**config.mk**
```make
export PLATFORM = sky130hd
export DESIGN_NAME = draw_port_arbiter_flat
export DESIGN_NICKNAME = d
export VERILOG_FILES = /design/src/rtl/draw_pkg.sv /design/src/rtl/draw_port_arbiter_if.sv /design/src/rtl/rr_pick.sv /design/src/rtl/draw_port_arbiter.sv /design/src/flat_wrapper.sv
export SDC_FILE = /design/constraint.sdc
export NUM_CORES = 1
export LEC_CHECK = 0
export CAP_MARGIN = 15
export CORE_MARGIN = 4
export CORE_UTILIZATION = 38
export CTS_CLUSTER_DIAMETER = 100
export DETAILED_ROUTE_END_ITERATION = 16
export PLACE_DENSITY = 0.91
export SYNTH_ARGS = -nofsm -noshare
export SYNTH_HDL_FRONTEND = slang
export SYNTH_HIERARCHICAL = 1
export SYNTH_SLANG_ARGS = --single-unit
```
**constraint.sdc**
```tcl
create_clock -name clk -period 2.7 [get_ports clk]
set_input_delay 0.405 -clock clk [delete_from_list [all_inputs] [get_ports clk]]
set_output_delay 0.405 -clock clk [all_outputs]
set_load 0.05 [all_outputs]
```
**src/rtl/draw_pkg.sv**
```systemverilog
// Shared definitions for the draw pipeline: arbiter FSM encodings and default
// pixel coordinate / colour widths used by the draw controllers.
package draw_pkg;

  typedef enum logic [1:0] {
    IDLE       = 2'd0,
    GRANTED    = 2'd1,
    TURNAROUND = 2'd2
  } state_t;

  localparam int DEF_X_W = 8;
  localparam int DEF_Y_W = 7;
  localparam int DEF_C_W = 3;

  // Index width for a requester count, never below one bit.
  function automatic int idx_width(input int n);
    return (n > 1) ? $clog2(n) : 1;
  endfunction

endpackage

```
**src/rtl/draw_port_arbiter_if.sv**
```systemverilog
// Framebuffer pixel-write port shared by N_REQ draw requesters.
// The master modport is the requester side; the slave modport is the arbiter.
interface draw_port_arbiter_if #(
  parameter int N_REQ = 3,
  parameter int X_W   = draw_pkg::DEF_X_W,
  parameter int Y_W   = draw_pkg::DEF_Y_W,
  parameter int C_W   = draw_pkg::DEF_C_W
);

  logic [N_REQ-1:0]     req;
  logic [N_REQ-1:0]     plot_in;
  logic [N_REQ*X_W-1:0] x_in;
  logic [N_REQ*Y_W-1:0] y_in;
  logic [N_REQ*C_W-1:0] colour_in;

  logic [N_REQ-1:0]     grant;
  logic                 plot;
  logic [X_W-1:0]       x;
  logic [Y_W-1:0]       y;
  logic [C_W-1:0]       colour;
  logic                 busy;
  logic [N_REQ-1:0]     preempted;
  logic [1:0]           current_state;

  modport master (
    output req, plot_in, x_in, y_in, colour_in,
    input  grant, plot, x, y, colour, busy, preempted, current_state
  );

  modport slave (
    input  req, plot_in, x_in, y_in, colour_in,
    output grant, plot, x, y, colour, busy, preempted, current_state
  );

endinterface

```
**src/rtl/rr_pick.sv**
```systemverilog
// Round-robin winner selection: search starts one past the last owner and
// wraps modulo N_REQ; the first asserted request wins.
module rr_pick #(
  parameter int N_REQ = 3,
  parameter int IDX_W = 2
) (
  input  logic [N_REQ-1:0] i_req,
  input  logic [IDX_W-1:0] i_last_owner,
  output logic [N_REQ-1:0] o_winner,
  output logic [IDX_W-1:0] o_winner_idx,
  output logic             o_valid
);

  logic [IDX_W-1:0] w_cand;

  // NOTE: every variable written in always_comb gets a default first so no
  // path leaves it unassigned, which would infer a latch.
  always_comb begin
    o_winner     = '0;
    o_winner_idx = '0;
    o_valid      = 1'b0;
    w_cand       = '0;
    // The last owner is visited last (k == N_REQ), giving it lowest priority.
    for (int k = 1; k <= N_REQ; k++) begin
      w_cand = IDX_W'((int'(i_last_owner) + k) % N_REQ);
      if (!o_valid && i_req[w_cand]) begin
        o_valid          = 1'b1;
        o_winner_idx     = w_cand;
        o_winner[w_cand] = 1'b1;
      end
    end
  end

endmodule

```
**src/rtl/draw_port_arbiter.sv**
```systemverilog
// Arbitrates the framebuffer pixel-write port between N_REQ draw requesters
// with round-robin selection, a one-cycle turnaround and hold-time preemption.
module draw_port_arbiter
  import draw_pkg::*;
#(
  parameter int N_REQ    = 3,
  parameter int X_W      = DEF_X_W,
  parameter int Y_W      = DEF_Y_W,
  parameter int C_W      = DEF_C_W,
  parameter int MAX_HOLD = 255
) (
  input  logic               clk,
  input  logic               program_reset,
  draw_port_arbiter_if.slave bus
);

  localparam int IDX_W  = idx_width(N_REQ);
  localparam int HOLD_W = (MAX_HOLD > 0) ? $clog2(MAX_HOLD + 1) : 1;
  localparam logic [HOLD_W-1:0] HOLD_MAX = HOLD_W'(MAX_HOLD);

  state_t           r_state;
  logic [N_REQ-1:0] r_grant;
  logic [N_REQ-1:0] r_preempted;
  logic [IDX_W-1:0] r_last_owner;
  logic [HOLD_W-1:0] r_hold;

  logic [N_REQ-1:0] w_winner;
  logic [IDX_W-1:0] w_winner_idx;
  logic             w_any_req;
  logic             w_owner_req;
  logic             w_others_waiting;
  logic             w_preempt;
  logic             w_plot;
  logic [X_W-1:0]   w_x;
  logic [Y_W-1:0]   w_y;
  logic [C_W-1:0]   w_colour;

  rr_pick #(
    .N_REQ (N_REQ),
    .IDX_W (IDX_W)
  ) u_rr_pick (
    .i_req        (bus.req),
    .i_last_owner (r_last_owner),
    .o_winner     (w_winner),
    .o_winner_idx (w_winner_idx),
    .o_valid      (w_any_req)
  );

  assign w_owner_req      = |(bus.req & r_grant);
  assign w_others_waiting = |(bus.req & ~r_grant);
  assign w_preempt        = (MAX_HOLD != 0) && (r_hold == HOLD_MAX) && w_others_waiting;

  // NOTE: sequential state uses non-blocking assignments so every register
  // samples the pre-edge values of the others, independent of statement order.
  always_ff @(posedge clk or posedge program_reset) begin
    if (program_reset) begin
      r_state      <= IDLE;
      r_grant      <= '0;
      r_preempted  <= '0;
      r_hold       <= '0;
      r_last_owner <= IDX_W'(N_REQ - 1);
    end else begin
      r_preempted <= '0;
      case (r_state)
        IDLE, TURNAROUND: begin
          if (w_any_req) begin
            r_state      <= GRANTED;
            r_grant      <= w_winner;
            r_last_owner <= w_winner_idx;
            r_hold       <= '0;
          end else begin
            r_state <= IDLE;
            r_grant <= '0;
          end
        end
        GRANTED: begin
          // Release is checked first so a simultaneous drop never reports preemption.
          if (!w_owner_req) begin
            r_state <= TURNAROUND;
            r_grant <= '0;
          end else if (w_preempt) begin
            r_state     <= TURNAROUND;
            r_grant     <= '0;
            r_preempted <= r_grant;
          end else if (r_hold != HOLD_MAX) begin
            r_hold <= r_hold + 1'b1;
          end
        end
        default: begin
          r_state <= IDLE;
          r_grant <= '0;
        end
      endcase
    end
  end

  // Owner data path keyed on the registered grant, so reset blanks it at once.
  always_comb begin
    w_plot   = |(r_grant & bus.plot_in);
    w_x      = '0;
    w_y      = '0;
    w_colour = '0;
    for (int i = 0; i < N_REQ; i++) begin
      if (r_grant[i]) begin
        w_x      = bus.x_in[i*X_W +: X_W];
        w_y      = bus.y_in[i*Y_W +: Y_W];
        w_colour = bus.colour_in[i*C_W +: C_W];
      end
    end
  end

  assign bus.grant         = r_grant;
  assign bus.plot          = w_plot;
  assign bus.x             = w_x;
  assign bus.y             = w_y;
  assign bus.colour        = w_colour;
  assign bus.busy          = (r_state != IDLE);
  assign bus.preempted     = r_preempted;
  assign bus.current_state = r_state;

endmodule

```
**src/flat_wrapper.sv**
```systemverilog
// flat-port wrapper written by rule: the top's interface ports become plain ports
module draw_port_arbiter_flat import draw_pkg::*;
#(
  parameter int N_REQ    = 3,
  parameter int X_W      = DEF_X_W,
  parameter int Y_W      = DEF_Y_W,
  parameter int C_W      = DEF_C_W,
  parameter int MAX_HOLD = 255
)
  (clk, program_reset, bus_req, bus_plot_in, bus_x_in, bus_y_in, bus_colour_in, bus_grant, bus_plot, bus_x, bus_y, bus_colour, bus_busy, bus_preempted, bus_current_state);
  draw_port_arbiter_if #(.N_REQ(N_REQ), .X_W(X_W), .Y_W(Y_W), .C_W(C_W)) bus_i ();
  input  logic clk;
  input  logic program_reset;
  input wire logic [$bits(bus_i.req)-1:0] bus_req;
  input wire logic [$bits(bus_i.plot_in)-1:0] bus_plot_in;
  input wire logic [$bits(bus_i.x_in)-1:0] bus_x_in;
  input wire logic [$bits(bus_i.y_in)-1:0] bus_y_in;
  input wire logic [$bits(bus_i.colour_in)-1:0] bus_colour_in;
  output wire logic [$bits(bus_i.grant)-1:0] bus_grant;
  output wire logic [$bits(bus_i.plot)-1:0] bus_plot;
  output wire logic [$bits(bus_i.x)-1:0] bus_x;
  output wire logic [$bits(bus_i.y)-1:0] bus_y;
  output wire logic [$bits(bus_i.colour)-1:0] bus_colour;
  output wire logic [$bits(bus_i.busy)-1:0] bus_busy;
  output wire logic [$bits(bus_i.preempted)-1:0] bus_preempted;
  output wire logic [$bits(bus_i.current_state)-1:0] bus_current_state;
  assign bus_i.req = bus_req;
  assign bus_i.plot_in = bus_plot_in;
  assign bus_i.x_in = bus_x_in;
  assign bus_i.y_in = bus_y_in;
  assign bus_i.colour_in = bus_colour_in;
  assign bus_grant = bus_i.grant;
  assign bus_plot = bus_i.plot;
  assign bus_x = bus_i.x;
  assign bus_y = bus_i.y;
  assign bus_colour = bus_i.colour;
  assign bus_busy = bus_i.busy;
  assign bus_preempted = bus_i.preempted;
  assign bus_current_state = bus_i.current_state;
  draw_port_arbiter #(.N_REQ(N_REQ), .X_W(X_W), .Y_W(Y_W), .C_W(C_W), .MAX_HOLD(MAX_HOLD)) u_core (.clk(clk), .program_reset(program_reset), .bus(bus_i));
endmodule
```
Yosys cells after proc, flatten, opt, wreduce, memory -nomap -nowiden
Index checks and enable logic that the tools add are counted.

word-level totals
  register bits = 18
  latch bits = 0
  RAM bits = 0
  bits in read-only memories = 0
  input bits = 62
  output and inout bits = 28
  logic and storage cells = 96
  memories kept = 0

cells by class
  $add $sub $neg = 4
  multipliers = 0
  divide/modulo/power cells = 3
  order comparisons = 6
  equality and inequality tests = 9
  shifts and indexed selects = 0
  mux-type cells = 46
  bitwise operators = 6
  reductions and logical operators = 17

operators with widths
  kind                   count
  $mod 32x3->32 const B  3
  $mux 8                 7
  $mux 3                 12
  $mux 7                 3
  $pmux 8 s2             1
  $mux 1                 10
  $mux 2                 5
  $and 3x3->3            3
  $lt 2x3->1 const B     3
  $reduce_or 3->1        3
  $add 8x1->8 const B    1
  $eq 8x8->1 const B     1
  $ne 8x8->1 const B     1
  $add 2x2->3 const B    2
  $bmux 1 s2             3
  $demux 1 s2            3
  $ge 2x1->1 const B     3
  $logic_and 1x1->1      6
  $or 3x3->3             2
  $pmux 3 s2             1
  $reduce_and 5->1       1
  $ne 2x1->1 const B     2
  $ne 2x2->1 const B     2
  $pmux 2 s2             1
  10 further kinds       12

Longest topological paths before layout
  depth in word-level cells = 13
  gate-level depth with buffers = 9
  gate-level depth less buffers = 9

Cells and area by module
Netlist, hierarchy kept.

by module, submodules not included
  module             instances  cells an instance  area an instance (um^2)  sequential area each (um^2)
  draw_port_arbiter  1          151                1219.9                   451.7
  rr_pick            1          41                 297.8                    0.0

Worst setup path before layout
No wires, ideal clock.

  kind = register to output
  start point = register u_core.r_grant[0] (netlist: u_core/bus.grant[0])
  end point = output bus_x[0]
  arrival time = 2.601 ns
  data required time = 2.295 ns
  path slack = -0.306 ns
  stages on the path, launching flop included = 6
  path through = dfrtp_1 nor2b_1 clkbuf_1 buf_1 a22oi_1 o21ai_0

between the ends
  word-level cells in the longest chain between the ends = 3

ends and longest elaborated chain
  element                 line                      text
  from (decl)             draw_port_arbiter.sv:22   logic [N_REQ-1:0] r_grant;
  from (signal assigned)  draw_port_arbiter.sv:68   r_grant <= w_winner;
  $mux 8 (3 in series)    draw_port_arbiter.sv:104  if (r_grant[i]) begin
  to (decl)               flat_wrapper.sv:21        output wire logic [$bits(bus_i.x)-1:0] bus_x;

Every way passes these cells.

Worst setup path after layout
  start point = register u_core.r_last_owner[0]
  end point = register u_core.r_hold[3]

between the ends
  word-level cells in the longest chain between the ends = 13
  elaborated cells on any way between the ends = 21
  classes of those cells = 3 x add/sub; 3 x div; 1 x eq/ne; 9 x mux; 5 x reduce/logical

ends and longest elaborated chain
  element                         line                     text
  from (decl)                     draw_port_arbiter.sv:24  logic [IDX_W-1:0] r_last_owner;
  from (signal assigned)          draw_port_arbiter.sv:61  r_last_owner <= IDX_W'(N_REQ - 1);
  from (signal assigned)          draw_port_arbiter.sv:69  r_last_owner <= w_winner_idx;
  $add 2x1->3                     rr_pick.sv:25            w_cand = IDX_W'((int'(i_last_owner) + k) % N_REQ);
  $mod 32x3->32                   rr_pick.sv:25
  $bmux 1 s2                      rr_pick.sv:26            if (!o_valid && i_req[w_cand]) begin
  $mux 1 (not written as such)    rr_pick.sv:26
  $mux 1                          rr_pick.sv:26
  $logic_not 1->1                 rr_pick.sv:26
  $logic_and 1x1->1               rr_pick.sv:26
  $mux 1                          rr_pick.sv:26
  $logic_not 1->1                 rr_pick.sv:26
  $logic_and 1x1->1               rr_pick.sv:26
  $mux 1 (*)                      rr_pick.sv:26
  named net u_core.w_any_req      draw_port_arbiter.sv:29  logic w_any_req;
  $ne 2x2->1 (no line) (*)        --
  $reduce_and 5->1 (no line) (*)  --
  to (signal assigned)            draw_port_arbiter.sv:86  r_hold <= r_hold + 1'b1;
  to (decl)                       draw_port_arbiter.sv:25  logic [HOLD_W-1:0] r_hold;

Mark *: on every way through the listed nets, which the timed path passes. The rest lies on a longest branch. The select of a mux whose other input is x is not followed.
A chain may end at the register's enable or synchronous reset.

==> results.sh <==
export IMPL_outcome="complete, no violations"
export IMPL_grt_pass1_wl_um=8470
export IMPL_ctsHoldBuffers=0
export IMPL_min_path_cells=2
export IMPL_clock_sinks=18
export IMPL_slew_viol_final=0
export IMPL_rows=22
export IMPL_setup_viol=0
export IMPL_max_freq_ghz=0.408
export IMPL_drtIter0Drc=70
export IMPL_relSlewSlack=0.571
export IMPL_min_period_ps=2450
export IMPL_htree_num_levels=1
export IMPL_setup_tns_ps=0
export IMPL_fill_cells=293
export IMPL_antenna_found_initial=0
export IMPL_ys_ff_latch=18
export IMPL_critPathRequiredTime_ps=2840
export IMPL_hold_viol_final=0
export IMPL_tightest_slew_ps=643
export IMPL_hp_class="reg2reg"
export IMPL_rr_worst_depth=9
export IMPL_hpwlAfterDp_um=4310
export IMPL_syn_nets=259
export IMPL_wl_per_cell_um=16.3
export IMPL_cp_max_fo=12
export IMPL_finalNonFillerCells=330
export IMPL_ys_top_cells_by_area="dfrtp_1 (28%), a22oi_1 (9.4%), nand2_1 (8.7%)"
export IMPL_area_growth_syn_to_layout_pct=78.1
export IMPL_route_antenna_remaining_nets=0
export IMPL_vdd_drop_max_mv=0.558
export IMPL_rsz0062_at_grt="false"
export IMPL_grt_util_all_layers=0.205
export IMPL_num_vias=1868
export IMPL_ys_seq_area_frac=0.298
export IMPL_synth_distinct_cells=45
export IMPL_drive_above_1_share=0.135
export IMPL_fin_worst_skew_ps=8.16
export IMPL_multiInputGateArea_um2=983
export IMPL_drc=0
export IMPL_max_cap_viol_count=0
export IMPL_synth_main_ff_cell="dfrtp_1"
export IMPL_dieArea_mm2=0.00507
export IMPL_worst_setup_path_type="reg2reg"
export IMPL_synth_top_area_share=0.280
export IMPL_cts_buffers=3
export IMPL_drtPass1Iterations=4
export IMPL_p_per_area_mw_per_mm2=1290
export IMPL_syn_cell_area_mm2=0.00152
export IMPL_start_util=0.402
export IMPL_drt_wl_total_um=5390
export IMPL_cts_repair_resized=0
export IMPL_grt_pass1_vias=1747
export IMPL_die_x_um=71.2
export IMPL_clockBufferDepth=2
export IMPL_critPathArrivalTime_ps=2590
export IMPL_regArea_um2=452
export IMPL_port_buffers=89
export IMPL_netlist_instances=192
export IMPL_cts_clk_slew_worst_paths_ps=60
export IMPL_end_kind="register"
export IMPL_grt_max_degree=19
export IMPL_synth_edf_count=0
export IMPL_cts_setup_buffers=0
export IMPL_gp_congestion=0.939
export IMPL_yosysMostFrequentCell="nand2_1"
export IMPL_nets=350
export IMPL_fin_crit_sh=0.907
export IMPL_dp_cells=326
export IMPL_yosysWarnings=6
export IMPL_power_w=0.00350
export IMPL_clock_latency_ps=260
export IMPL_dieHeight_um=71.2
export IMPL_ys_top_cells_by_count="nand2_1 (35), o21ai_0 (21), a22oi_1 (19)"
export IMPL_core_mm2=0.00377
export IMPL_yosysTopAreaCell="dfrtp_1"
export IMPL_async_reset_ff_frac=1.00
export IMPL_grt_overflow_total=0
export IMPL_viasPerCell=5.66
export IMPL_antenna_cells=0
export IMPL_cts_tree="built"
export IMPL_p_leak_nw=1.14
export IMPL_root_buffer="clkbuf_8"
export IMPL_syn_area_per_cell_um2=7.90
export IMPL_num_io_pins=90
export IMPL_start_kind="register"
==> area by class of cell <==
type	count	area share
clock buffers	4	0.0204
inverters	11	0.0153
multi-input cells	154	0.364
flip-flops and latches	18	0.167
well taps	48	0.0222
repair buffers	95	0.411
==> layout by cell type, fill, tap and decap left out, drive strengths merged, types with 3 or more instances in the layout <==
master	instances
a211o	3
nand2	35
buf	26
inv	11
nor2	3
clkbuf	4
ha	5
dfrtp	17
nand3	3
nand2b	5
mux2i	6
a22o	3
a21oi	7
o21ai	24
nor2b	3
o211ai	3
o22ai	3
clkdlybuf4s50	69
and3	6
nor3	4
a22oi	19
==> per-stage QoR <==
| stage | setup slack (ps) | area (um^2) | hold WS (ps) | utilization |
|---|---|---|---|---|
| final | 251 | 2700 | 505 | 0.717 |
| after global routing | 0.752 | 2700 | 533 | 0.717 |
| after CTS | 281 | 2700 | 510 | 0.717 |
| after detailed placement | 221 | 2650 | 500 | 0.702 |
| after global placement | 287 | 2650 | 471 | 0.702 |
| after floorplan | 68.3 | 1520 | 343 | - |
==> power breakdown <==
group / internal (W) / total [W] / switching, W / leakage (nW)
registers: 0.000330 / 0.000450 / 0.000120 / 0.242
logic: 0.00121 / 0.00283 / 0.00162 / 0.867
clock network: 0.000130 / 0.000219 / 0.0000890 / 0.0288
total: 0.00167 / 0.00350 / 0.00183 / 1.14
==> worst max-delay path, stage by stage, from the launching register on <==
cell	delay [ps]
dfrtp_1	390
inv_1	80
ha_1	500
mux2i_1	150
o21ai_2	330
nor2_1	90
o21ai_1	130
nor2b_1	290
a21oi_4	70
a211o_1	310
==> kinds of logic after synthesis <==
kind of cell | Yosys count | share of synthesized area
buf+inv | 20 | 0.0544
compound gates | 74 | 0.345
mux | 6 | 0.0396
flops | 18 | 0.298
simple gates | 69 | 0.222
fa+ha+maj | 5 | 0.0412
==> final timing paths <==
| kind | from | end | slack (ps) |
|---|---|---|---|
| worst max-delay path | u_core/r_last_owner[0] | u_core/r_hold[3] | 250 |
| worst min-delay path | u_core/r_last_owner[1] | u_core/r_last_owner[1] | 500 |
| worst max register to register | u_core/r_last_owner[0] | u_core/r_hold[3] | 250 |
| worst min register to register | u_core/r_last_owner[1] | u_core/r_last_owner[1] | 500 |
| max in group asynchronous | program_reset | u_core/r_hold[3] | 1750 |
| min in group asynchronous | program_reset | u_core/bus.preempted[1] | 530 |
==> sequential cells by signal (all words and copies together), names as in the netlist <==
signal	flops
u_core/r_last_owner	2
u_core/r_hold	8
u_core/bus.grant	3
u_core/bus.preempted	3
u_core/bus.current_state	2
==> per-layer routing <==
metal	vias to the layer above	wire, um	GRT usage
met3	9	467	0.0341
met1	878	2120	0.253
met5	-	0	0
li1	896	-	-
met2	85	2750	0.372
met4	0	64	0.0438
No activity file was read; power rests on OpenSTA's default activity.
